<file path="config.mk">
export PLATFORM = sky130hd
export DESIGN_NAME = data_mem_arbiter
export DESIGN_NICKNAME = d
export VERILOG_FILES = /design/src/rtl/data_mem_arbiter.sv
export SDC_FILE = /design/constraint.sdc
export NUM_CORES = 1
export LEC_CHECK = 0
export CORE_MARGIN = 1.5
export CORE_UTILIZATION = 41
export CTS_CLUSTER_SIZE = 20
export DETAILED_ROUTE_END_ITERATION = 8
export PLACE_DENSITY = 0.87
export SYNTH_ARGS = -nofsm -noshare
export SYNTH_HDL_FRONTEND = slang
export SYNTH_SLANG_ARGS = --single-unit
</file>
<file path="constraint.sdc">
create_clock -name CLK -period 8.3 [get_ports CLK]
set_input_delay 1.245 -clock CLK [delete_from_list [all_inputs] [get_ports CLK]]
set_output_delay 1.245 -clock CLK [all_outputs]
set_load 0.02 [all_outputs]
</file>
<file path="src/rtl/data_mem_arbiter.sv">
// Arbitrates the single-ported data memory between the CPU MEM stage and the UART loader.
// One access in flight at a time; CPU has priority, bounded by a loader starvation counter.
module data_mem_arbiter #(
  parameter int unsigned DATA_MEM_WIDTH = 3,
  parameter int unsigned RD_LATENCY     = 1,
  parameter int unsigned MAX_CPU_BURST  = 4
) (
  input  logic                      CLK,
  input  logic                      reset,
  input  logic                      cpu_req,
  input  logic                      cpu_we,
  input  logic [31:0]               cpu_addr,
  input  logic [31:0]               cpu_wdata,
  output logic                      cpu_ack,
  output logic [31:0]               cpu_rdata,
  output logic                      cpu_stall,
  input  logic                      ld_req,
  input  logic                      ld_we,
  input  logic [31:0]               ld_addr,
  input  logic [31:0]               ld_wdata,
  output logic                      ld_ack,
  output logic [31:0]               ld_rdata,
  output logic [DATA_MEM_WIDTH-1:0] mem_addr,
  output logic [31:0]               mem_wdata,
  output logic                      mem_we,
  output logic                      mem_re,
  input  logic [31:0]               mem_rdata,
  output logic                      busy
);

  localparam int unsigned AW = DATA_MEM_WIDTH;
  localparam int unsigned CW = $clog2(MAX_CPU_BURST + 1);
  localparam int unsigned LW = (RD_LATENCY > 1) ? $clog2(RD_LATENCY) : 1;
  localparam logic [CW-1:0] BURST_MAX = CW'(MAX_CPU_BURST);
  localparam logic [LW-1:0] WAIT_INIT = LW'(RD_LATENCY - 1);

  typedef enum logic [1:0] {IDLE, ISSUE, WAIT, ACK} state_t;

  state_t        state;
  logic [CW-1:0] starve_cnt;
  logic [LW-1:0] wait_cnt;
  logic          cmd_ld;
  logic          cmd_we;

  logic          grant_ld_c;
  logic          accept_c;
  logic          sel_we_c;
  logic [31:0]   sel_addr_c;
  logic [31:0]   sel_wdata_c;
  logic          unused;

  // Loader wins when alone, or when the CPU has used up its burst allowance.
  assign grant_ld_c  = ld_req & (~cpu_req | (starve_cnt == BURST_MAX));
  assign accept_c    = (state == IDLE) & (cpu_req | ld_req);
  assign sel_we_c    = grant_ld_c ? ld_we    : cpu_we;
  assign sel_addr_c  = grant_ld_c ? ld_addr  : cpu_addr;
  assign sel_wdata_c = grant_ld_c ? ld_wdata : cpu_wdata;

  assign cpu_stall = cpu_req & ~cpu_ack;

  // Byte-lane bits and bits above the memory depth are intentionally dropped.
  assign unused = ^{cpu_addr[31:AW+2], cpu_addr[1:0], ld_addr[31:AW+2], ld_addr[1:0]};

  always_ff @(posedge CLK or posedge reset) begin
    if (reset) begin
      state      <= IDLE;
      starve_cnt <= '0;
      wait_cnt   <= '0;
      cmd_ld     <= 1'b0;
      cmd_we     <= 1'b0;
      cpu_ack    <= 1'b0;
      ld_ack     <= 1'b0;
      cpu_rdata  <= '0;
      ld_rdata   <= '0;
      mem_addr   <= '0;
      mem_wdata  <= '0;
      mem_we     <= 1'b0;
      mem_re     <= 1'b0;
      busy       <= 1'b0;
    end else begin
      mem_addr  <= '0;
      mem_wdata <= '0;
      mem_we    <= 1'b0;
      mem_re    <= 1'b0;
      cpu_ack   <= 1'b0;
      ld_ack    <= 1'b0;

      // Counts CPU grants won over a waiting loader; any gap in ld_req forgives them.
      if (!ld_req || (accept_c && grant_ld_c)) begin
        starve_cnt <= '0;
      end else if (accept_c && (starve_cnt != BURST_MAX)) begin
        starve_cnt <= starve_cnt + 1'b1;
      end

      case (state)
        IDLE: begin
          if (accept_c) begin
            state     <= ISSUE;
            busy      <= 1'b1;
            cmd_ld    <= grant_ld_c;
            cmd_we    <= sel_we_c;
            mem_addr  <= sel_addr_c[AW+1:2];
            mem_wdata <= sel_wdata_c;
            mem_we    <= sel_we_c;
            mem_re    <= ~sel_we_c;
          end
        end
        ISSUE: begin
          wait_cnt <= WAIT_INIT;
          if (cmd_we) begin
            state   <= ACK;
            cpu_ack <= ~cmd_ld;
            ld_ack  <= cmd_ld;
          end else begin
            state <= WAIT;
          end
        end
        WAIT: begin
          if (wait_cnt == '0) begin
            state <= ACK;
            if (cmd_ld) begin
              ld_rdata <= mem_rdata;
              ld_ack   <= 1'b1;
            end else begin
              cpu_rdata <= mem_rdata;
              cpu_ack   <= 1'b1;
            end
          end else begin
            wait_cnt <= wait_cnt - 1'b1;
          end
        end
        ACK: begin
          state <= IDLE;
          busy  <= 1'b0;
        end
        default: begin
          state <= IDLE;
          busy  <= 1'b0;
        end
      endcase
    end
  end

endmodule

</file>
### Word-level counts from Yosys, hierarchy flattened

Index checks and enable logic that the tools add are counted.

* $add $sub $neg: 2
* equality and inequality tests: 7
* multiplexer cells: 29
* bitwise logic cells: 10
* reductions and logical operators: 13

Operators by type and width (count)
* 32-bit 2-to-1 mux: 3
* 1-bit 2-to-1 mux: 14
* 3-bit 2-to-1 mux: 4
* 1-bit case mux with 2 select lines: 4
* 2-bit case mux with 4 select lines: 1
* 2-bit AND reduction: 3
* 3-bit AND reduction: 2
* 2-bit nonzero test: 3
* 5-bit 2-to-1 mux: 1
* 1-bit NOT: 5
* 2-bit == test, second input constant: 2
* 2-bit 2-to-1 mux: 2
* 2-bit != test, second input constant: 2
* 3-bit by 1-bit adder with 3-bit output, second input constant: 1
* 1-bit bitwise AND: 3
* 3-bit == test, second input constant: 1
* 3-bit != test, second input constant: 1
* 2-bit by 1-bit == test with 1-bit output, second input constant: 1
* 1-bit logical AND: 2
* 2-bit logical NOT: 1
* 1-bit bitwise OR: 2
* 1-bit logical NOT: 1
* 1-bit logical OR: 1
* 1-bit subtractor, second input constant: 1

* flip-flop bits (word level): 112
* bits of input ports: 166
* output and inout bits: 105
* word-level logic and storage cells: 75

### Longest topological paths before layout

* word-level depth: 7
* mapped depth: 7

### Worst setup path after synthesis

OpenSTA, ideal clock, no wires.

* path kind: input to output
* from: input port cpu_req
* to: output port cpu_stall
* arrival: 1.572 ns
* data required time: 7.055 ns
* path slack: 5.483 ns
* stages on the path: 1
* buffers on the path: 0
* cell sequence: nor2b_1

* cells in the longest elaborated chain, start to end: 1

RTL lines
* start: declaration: RTL line 10 `input logic cpu_req,`
* 1-bit bitwise AND: RTL line 59 `assign cpu_stall = cpu_req & ~cpu_ack;`
* end: declaration: RTL line 16 `output logic cpu_stall,`

No other way between the ends.

### Worst setup path after layout

Same ends and word-level chain as after synthesis.

==> reports/metrics.csv <==
metric,value,unit
I/O pin cnt,271,
via count,3610,
CTS tree,done,
clk_skew,0.01331,ns
CORE AREA,10790,um2
H-tree levels,3,
Mapped Nets,532,
"slowest stage delay, CP",0.62,ns
dpl hpwl,8388,um
"Seq/Total Area, Yosys",0.6131,
CP max FO,8,
initial antenna violation count,0,
crit path launch type,primary input,
fin crit share,0.4729,
outcome,"finished, final reports clean",
"Power, Total",2.324,mW
Port Buffers,212,
Slowest cell on crit path,clkdlybuf4s50_1,
Sink Count,111,
chip width,108.1,um
Non-Filler Instances,704,
CP cell instances,"clkdlybuf4s50_1, nor2b_1, clkdlybuf4s50_1",
GRT overflow,0,
DR top layer,met4,
DR vias/cell,5.128,
clk_lat worst skew,0.36,ns
"Design Area, Final",6878,um2
pin count of the biggest net entering global routing,59,
drc violations,0,
first-pass GRT wire length,18010,um
detailed route wirelength on metal3,745,um
Max transition margin,0.4679,
"delay-heaviest family, CP",buffers and inverters,
Die ar.,11690,um2
PD cells,338.0,nW/um2
CP Data Arrival Time,2.68,ns
Max IR drop VDD,0.1964,mV
CP dominant cell by count,clkdlybuf4s50_1,
nets@finish,733,
Initial Util,0.4198,
CTS Root Cell,clkbuf_8,
WP data required,7.05,ns
Inst Count DP,690,
setup_tns,0,ns
placed cell area,6701,um2
Setup CP Type,primary input to output port,
CTS Hold Bufs,0,
ratio of cells with drive above 1 in the final layout,0.1578,
drt pass-1 iters,4,
RePlAce Congestion,0.7311,
Hold Crit Class,flip-flop to flip-flop,
"Distinct cells, synth",27,
vias in the first global route,3645,
Synthesis Warnings,0,
Worst setup EP type,output port,
FP Rows,38,
Die Ht,108.1,um
# Post-CTS Setup Buffers,0,
Mapped Area,4531,um2
met2 WL post-DR,5936,um
total track usage,0.1980,
Avg Synthesized Cell Area,12.58,um2
LEAKAGE,2.847,nW
crit path buf inv count,2,
"Hold Violations, Final",0,
Slew @ Worst Pin,0.7981,ns
"FF+latch count, synth",111,
fmax,0.2548,GHz
CTS Buf Count,9,
drt first-iter violations,174,
Max Root-Sink Buffers,2,
post_cts resized,0,
RSZ-0062 raised after global routing,no,
Ant. Diodes,0,
Max-Cap Viols,0,
M1 WL,4663,um
final wirelength,11600,um
final core occ,0.6373,
ANT nets after route,0,
Synth Instances,360,
final setup fails,0,
area grow syn2layout,51.81,%
Slew Limit Fails,0,
Tmin final,3.925,ns
wire per inst,16.48,um
Worst-path clk slew,0.09,ns
==> flip-flops by register name (all words and copies together) (netlist names), 2 cells and up <==
register	cells
cpu_rdata	32
ld_rdata	32
mem_wdata	32
mem_addr	3
starve_cnt	3
state	2
==> power by group <==
group / internal [mW] / switching [mW]
registers: 0.757 / 0.104
logic: 0.605 / 0.554
clock network: 0.136 / 0.168
total: 1.50 / 0.826
==> worst register-to-register path, cell delays in order (launching register included) <==
cell	delay [ns]
dfrtp_1	0.41
inv_1	0.08
ha_1	0.23
nand2_1	0.53
buf_4	0.39
mux2_2	0.37
==> Yosys cell counts <==
| cell | number | area share |
|---|---|---|
| dfrtp_1 | 111 | 0.61 |
| mux2_2 | 64 | 0.16 |
| a21oi_1 | 40 | 0.044 |
| nand3_1 | 38 | 0.042 |
| o21ai_0 | 38 | 0.042 |
| buf_2 | 10 | 0.011 |
| buf_4 | 8 | 0.013 |
| inv_1 | 7 | 0.0058 |
| o21ai_1 | 7 | 0.0077 |
| ha_1 | 6 | 0.017 |
| clkbuf_1 | 5 | 0.0041 |
| buf_6 | 4 | 0.0099 |
| nand2_1 | 3 | 0.0025 |
| nand2b_1 | 3 | 0.0041 |
| and2_1 | 2 | 0.0028 |
| nor2_1 | 2 | 0.0017 |
| nor2b_1 | 2 | 0.0028 |
| a21bo_2 | 1 | 0.0022 |
| a21boi_2 | 1 | 0.0025 |
| a31oi_1 | 1 | 0.0014 |
| a32o_1 | 1 | 0.0022 |
| and3b_1 | 1 | 0.0019 |
| buf_1 | 1 | 0.00083 |
| inv_2 | 1 | 0.00083 |
| nor3b_1 | 1 | 0.0017 |
| o311ai_0 | 1 | 0.0019 |
| or3b_2 | 1 | 0.0019 |
==> path summary, 6_finish.rpt <==
kind,endpoint,cells after the start,slack [ns],startpoint
setup / recovery,cpu_stall,3,4.37,cpu_req
hold / removal,cpu_ack,1,0.49,cmd_ld
setup reg to reg,cpu_rdata[5],5,6.17,state[0]
hold reg to reg,cpu_ack,1,0.49,cmd_ld
max in group asynchronous,cpu_rdata[23],3,5.77,reset
min in group asynchronous,mem_wdata[23],2,1.34,reset
==> layout by cell type (no fill, tap or decap), types with 3 or more instances in the layout <==
| master | Yosys | final |
|---|---|---|
| buf_4 | 8 | 6 |
| clkdlybuf4s50_1 | 0 | 212 |
| mux2_2 | 64 | 64 |
| inv_1 | 7 | 6 |
| nand2_1 | 3 | 3 |
| nand2b_1 | 3 | 3 |
| clkbuf_8 | 0 | 9 |
| dfrtp_1 | 111 | 111 |
| ha_1 | 6 | 6 |
| o21ai_0 | 38 | 37 |
| o21ai_1 | 7 | 7 |
| nand3_1 | 38 | 38 |
| a21oi_1 | 40 | 40 |
==> routing by layer <==
metal | global-route usage | vias up
met5 | 0 | -
met4 | 0.07895 | 0
met3 | 0.04219 | 22
met2 | 0.3336 | 137
met1 | 0.2489 | 1786
li1 | - | 1665
==> layout make-up <==
| class | instances | area, um2 |
|---|---|---|
| Clock buffer | 10 | 127.6 |
| Clock inverter | 4 | 48.80 |
| Fill cell | 845 | 3915 |
| Inverter | 8 | 32.53 |
| Multi-Input combinational cell | 213 | 1549 |
| Sequential cell | 111 | 2778 |
| Tap cell | 140 | 175.2 |
| Timing Repair Buffer | 218 | 2167 |
==> cells by family (layout without fill, tap and decap cells) <==
logic type               count (synthesis)  count (layout)  share of synthesized area
flip-flops                             111             111                     0.6131
AO/OA/AOI/OAI                           90              90                     0.1041
multiplexers                            64              64                     0.1591
AND/OR/NAND/NOR                         53              53                    0.06131
buffers and inverters                   36             240                    0.04584
adder cells (fa/ha/maj)                  6               6                    0.01657
==> stage by stage <==
stage	setup WS [ns]	hold slack, ns
final	4.375	0.4869
after global routing	4.306	0.5182
after CTS	4.382	0.4937
after detailed placement	4.382	0.4814
after global placement	4.397	0.4597
after floorplan	4.124	0.4470
Note: power is estimated with default switching activity, not from simulation.
